<file path="src/rtl/serial_mayor_pkg.sv">
// Shared types for the bit-serial magnitude comparator: FSM state and per-bit decision codes.
package serial_mayor_pkg;

   typedef enum logic [1:0] {
      IDLE    = 2'd0,
      COMPARE = 2'd1,
      DONE    = 2'd2
   } state_t;

   typedef enum logic [1:0] {
      A_GT = 2'd0,
      B_GT = 2'd1,
      EQ   = 2'd2
   } dec_t;

endpackage

</file>
<file path="src/rtl/serial_mayor_bit.sv">
// One-bit decision cell. With SERIAL_MAYOR_SIGNED_EN defined, the sign-bit decision is
// inverted so two's complement operands order correctly.
module serial_mayor_bit
   import serial_mayor_pkg::*;
(
   input  logic i_a,
   input  logic i_b,
   input  logic i_is_msb,
   output dec_t o_dec
);

   always_comb begin
      o_dec = EQ;
      if (i_a && !i_b) begin
         o_dec = A_GT;
      end else if (!i_a && i_b) begin
         o_dec = B_GT;
      end
`ifdef SERIAL_MAYOR_SIGNED_EN
      // A set sign bit marks the smaller operand.
      if (i_is_msb && (i_a != i_b)) begin
         o_dec = i_a ? B_GT : A_GT;
      end
`endif
   end

`ifndef SERIAL_MAYOR_SIGNED_EN
   logic w_unused_msb;
   assign w_unused_msb = i_is_msb;
`endif

endmodule

</file>
<file path="src/rtl/serial_mayor.sv">
// Bit-serial MSB-first comparator / max selector with start/done handshake and early exit.
// Optional signed mode: define SERIAL_MAYOR_SIGNED_EN.
module serial_mayor
   import serial_mayor_pkg::*;
#(
   parameter int WIDTH = 4
)
(
   input  logic             clk,
   input  logic             reset,
   input  logic             start,
   input  logic [WIDTH-1:0] op_a,
   input  logic [WIDTH-1:0] op_b,
   output logic             busy,
   output logic             done,
   output logic             sm_selector,
   output logic             sm_distintos,
   output logic [WIDTH-1:0] sm_mayor,
   output logic [1:0]       o_dbg_state
);

   localparam int IDX_W = $clog2(WIDTH);
   localparam logic [IDX_W-1:0] IDX_MSB = IDX_W'(WIDTH - 1);

   state_t           r_state;
   logic [WIDTH-1:0] r_a;
   logic [WIDTH-1:0] r_b;
   logic [IDX_W-1:0] r_idx;
   logic             r_selector;
   logic             r_distintos;
   logic [WIDTH-1:0] r_mayor;

   logic w_bit_a;
   logic w_bit_b;
   logic w_is_msb;
   dec_t w_dec;

   assign w_bit_a  = r_a[r_idx];
   assign w_bit_b  = r_b[r_idx];
   assign w_is_msb = (r_idx == IDX_MSB);

   serial_mayor_bit u_bit (
      .i_a      (w_bit_a),
      .i_b      (w_bit_b),
      .i_is_msb (w_is_msb),
      .o_dec    (w_dec)
   );

   // start is honoured from DONE as well as IDLE, allowing a 2-cycle initiation interval.
   always_ff @(posedge clk) begin
      if (reset) begin
         r_state     <= IDLE;
         r_a         <= '0;
         r_b         <= '0;
         r_idx       <= IDX_MSB;
         r_selector  <= 1'b0;
         r_distintos <= 1'b0;
         r_mayor     <= '0;
      end else begin
         case (r_state)
            IDLE, DONE: begin
               if (start) begin
                  r_a     <= op_a;
                  r_b     <= op_b;
                  r_idx   <= IDX_MSB;
                  r_state <= COMPARE;
               end else begin
                  r_state <= IDLE;
               end
            end
            COMPARE: begin
               case (w_dec)
                  B_GT: begin
                     r_selector  <= 1'b1;
                     r_distintos <= 1'b1;
                     r_mayor     <= r_b;
                     r_state     <= DONE;
                  end
                  A_GT: begin
                     r_selector  <= 1'b0;
                     r_distintos <= 1'b1;
                     r_mayor     <= r_a;
                     r_state     <= DONE;
                  end
                  default: begin
                     if (r_idx == '0) begin
                        r_selector  <= 1'b0;
                        r_distintos <= 1'b0;
                        r_mayor     <= r_a;
                        r_state     <= DONE;
                     end else begin
                        r_idx <= r_idx - 1'b1;
                     end
                  end
               endcase
            end
            default: r_state <= IDLE;
         endcase
      end
   end

   assign busy         = (r_state == COMPARE);
   assign done         = (r_state == DONE);
   assign sm_selector  = r_selector;
   assign sm_distintos = r_distintos;
   assign sm_mayor     = r_mayor;
   assign o_dbg_state  = r_state;

endmodule

</file>
<file path="config.mk">
export PLATFORM = sky130hd
export DESIGN_NAME = serial_mayor
export DESIGN_NICKNAME = d
export VERILOG_FILES = /design/src/rtl/serial_mayor_pkg.sv /design/src/rtl/serial_mayor_bit.sv /design/src/rtl/serial_mayor.sv
export SDC_FILE = /design/constraint.sdc
export NUM_CORES = 1
export LEC_CHECK = 0
export CAP_MARGIN = 20
export CORE_MARGIN = 10
export CORE_UTILIZATION = 50
export CTS_BUF_LIST = sky130_fd_sc_hd__clkbuf_8
export DETAILED_ROUTE_END_ITERATION = 16
export HOLD_SLACK_MARGIN = 0.06
export PLACE_DENSITY = 0.92
export SLEW_MARGIN = 0
export SYNTH_ARGS = -nofsm -noshare
export SYNTH_HDL_FRONTEND = slang
export SYNTH_SLANG_ARGS = --single-unit
</file>
<file path="constraint.sdc">
create_clock -name clk -period 3.9 [get_ports clk]
set_input_delay 0.39 -clock clk [delete_from_list [all_inputs] [get_ports clk]]
set_output_delay 0.39 -clock clk [all_outputs]
set_load 0.01 [all_outputs]
</file>
==> out/metrics.yaml <==
status: "complete, no violations"
chipHeight_um: 60.86
vias: 715
wl_met2_um: 954
cts_sinks: 18
dp_hpwl_mm: 1.445
drt-wirelength-per-cell_um: 14.79
diodes: 0
cts-root-buf: "clkbuf_8"
ys_types: 25
wl_met1_um: 792
netlist_area_um2: 834.6
antenna_found_initial: 0
grt_pass1_vias: 679
cp-start-kind: "register"
crit_slowest_cell: "mux4_2"
grt_max_degree: 18
total_power_uw: 404.1
synthCells: 96
dr.pass1.iters: 4
setup_viol: 0
hold_viol: 0
first_iter_violations: 13
fillers: 137
post_cts_buffers: 0
drt.antenna.violating_nets: 0
path_buf_inv: 1
ctsResizeCount: 0
grt_overflow: 0
drive_above_1_share_pct: 7.080
final_max_slew_viol_count: 0
finClkSkew_ns: 0.001060
place_congestion: 0.8260
regArea_um2: 360.3
ir_drop_uv: 325.5
tightest_slew_ns: 0.6139
clockBufferDepth: 2
crit_chain: "mux4_2 -> inv_1 -> ha_1 -> nor3_2 -> or3_1 -> a21oi_1"
routed.top_layer: "met4"
multiInputGateArea_um2: 419.2
final_util_pct: 68.99
max_stage_delay_ns: 0.55
tns_ns: 0
slew_headroom_pct: 58.94
nNetsFinal: 129
totalWireLength_mm: 1.908
required_ns: 4.07
rsz0062_at_grt: "no"
end_kind: "register"
maxCapViolations: 0
synth_edf_count: 0
async_reset_ff_share_pct: 0
crit_arrival_ns: 2.27
initial_utilization_pct: 54.14
cts_hold_buf: 0
synth_flop_cell: "dfxtp_1"
seq_area_frac_synth_pct: 43.18
cts_made_buffers: 3
yosysWarnings: 0
clkSlewWorstSetupHoldPaths_ns: 0.06
cts_tree: "done"
p_leak_nw: 0.4071
areaGrowthSynthToFinish_pct: 27.44
grt_usage_pct: 11.19
die_x_um: 60.86
grt_pass1_wl_mm: 3.111
wl_met3_um: 109
final_common_cell: "clkdlybuf4s50_1"
worstSkewPairLatency_ns: 0.25
fmax_mhz: 475.9
io_pins: 21
avgSynthCellArea_um2: 8.693
htreeDepth: 1
rows: 14
hold_class: "reg2reg"
io_buffers: 20
cp_max_fo: 9
drcViolationCount: 0
core_area_um2: 1541
crit_type: "reg2reg"
viasPerCell: 5.543
finalCritPeriodShare_pct: 53.88
final_cell_mix: "clkdlybuf4s50_1 (20), dfxtp_1 (18), nand2_1 (17)"
ys_seq_elements: 18
synth_fp_nets: 110
p_per_area_nw_per_um2: 380.0
die-area_um2: 3703
critical_path.top_delay_family: "multiplexers"
period_minus_slack_ns: 2.101
## cells in the mapped netlist (2+ instances only)
master	n	area share (%)
nor2_1	3	1.3
nand2_1	17	7.6
nor3_1	2	1.2
nand2b_1	2	1.5
inv_1	6	2.7
ha_1	3	4.5
dfxtp_1	18	43
mux2i_1	4	4.8
buf_2	2	1.2
mux4_2	2	5.4
clkbuf_1	3	1.3
or3_1	4	3.0
o21ai_0	6	3.6
a21oi_1	13	7.8
## per-stage QoR
stage	cells	hold slack [ns]	instance area, µm²	setup WS, ns
final	129	0.4733	1064	1.799
after global routing	129	0.4938	1064	1.638
after CTS	129	0.4777	1064	1.801
after detailed placement	126	0.4668	1022	1.814
after global placement	126	0.4604	1022	1.929
after floorplan	96	0.4455	834.6	2.007
## cell families (layout without fill, tap and decap cells)
kind of cell             count (synthesis)  after routing  synth area share, %
AND/OR/NAND/NOR                         35             35                21.59
AO/OA/AOI/OAI                           22             22                13.94
flip-flops                              18             18                43.18
buffers and inverters                   12             29                6.596
multiplexers                             6              6                10.19
adder cells (fa/ha/maj)                  3              3                4.498
## worst paths after layout
| kind | to | startpoint | slack, ns | depth (start not counted) |
|---|---|---|---|---|
| min | sm_mayor[0] | sm_mayor[0] | 0.47 | 2 |
| min reg2reg | sm_mayor[0] | sm_mayor[0] | 0.47 | 2 |
| max reg2reg | sm_mayor[1] | r_idx[1] | 1.80 | 6 |
| max | sm_mayor[1] | r_idx[1] | 1.80 | 6 |
## worst reg2reg max path, cell delays in order (launching register included)
cell and delay, ns:
dfxtp_1 0.40, mux4_2 0.55, inv_1 0.08, ha_1 0.33, nor3_2 0.15, or3_1 0.36
a21oi_1 0.16
## power breakdown
group	internal [mW]	switching [mW]
clock network	0.0687	0.0588
registers	0.194	0.00941
logic	0.0370	0.0361
total	0.300	0.104
## per-layer routing
layer  GRT usage, %  up-vias
met3          2.714        5
met2          17.47       21
met4          8.464        0
met5              0        -
li1               -      361
met1          12.86      328
## state kept, by name, indices dropped and copies added (netlist names)
name and count:
r_idx 2, r_a 4, sm_mayor 4, r_b 4, sm_distintos 1, o_dbg_state 2, sm_selector 1
## area by class of cell
cell class	instances	share of cell area [%]
tap	16	1.882
clock buffer	3	3.882
timing repair buffer	20	18.82
inverter	6	2.118
sequential	18	33.88
multi-input combinational	66	39.41
Power figures use the tool's default switching activity.
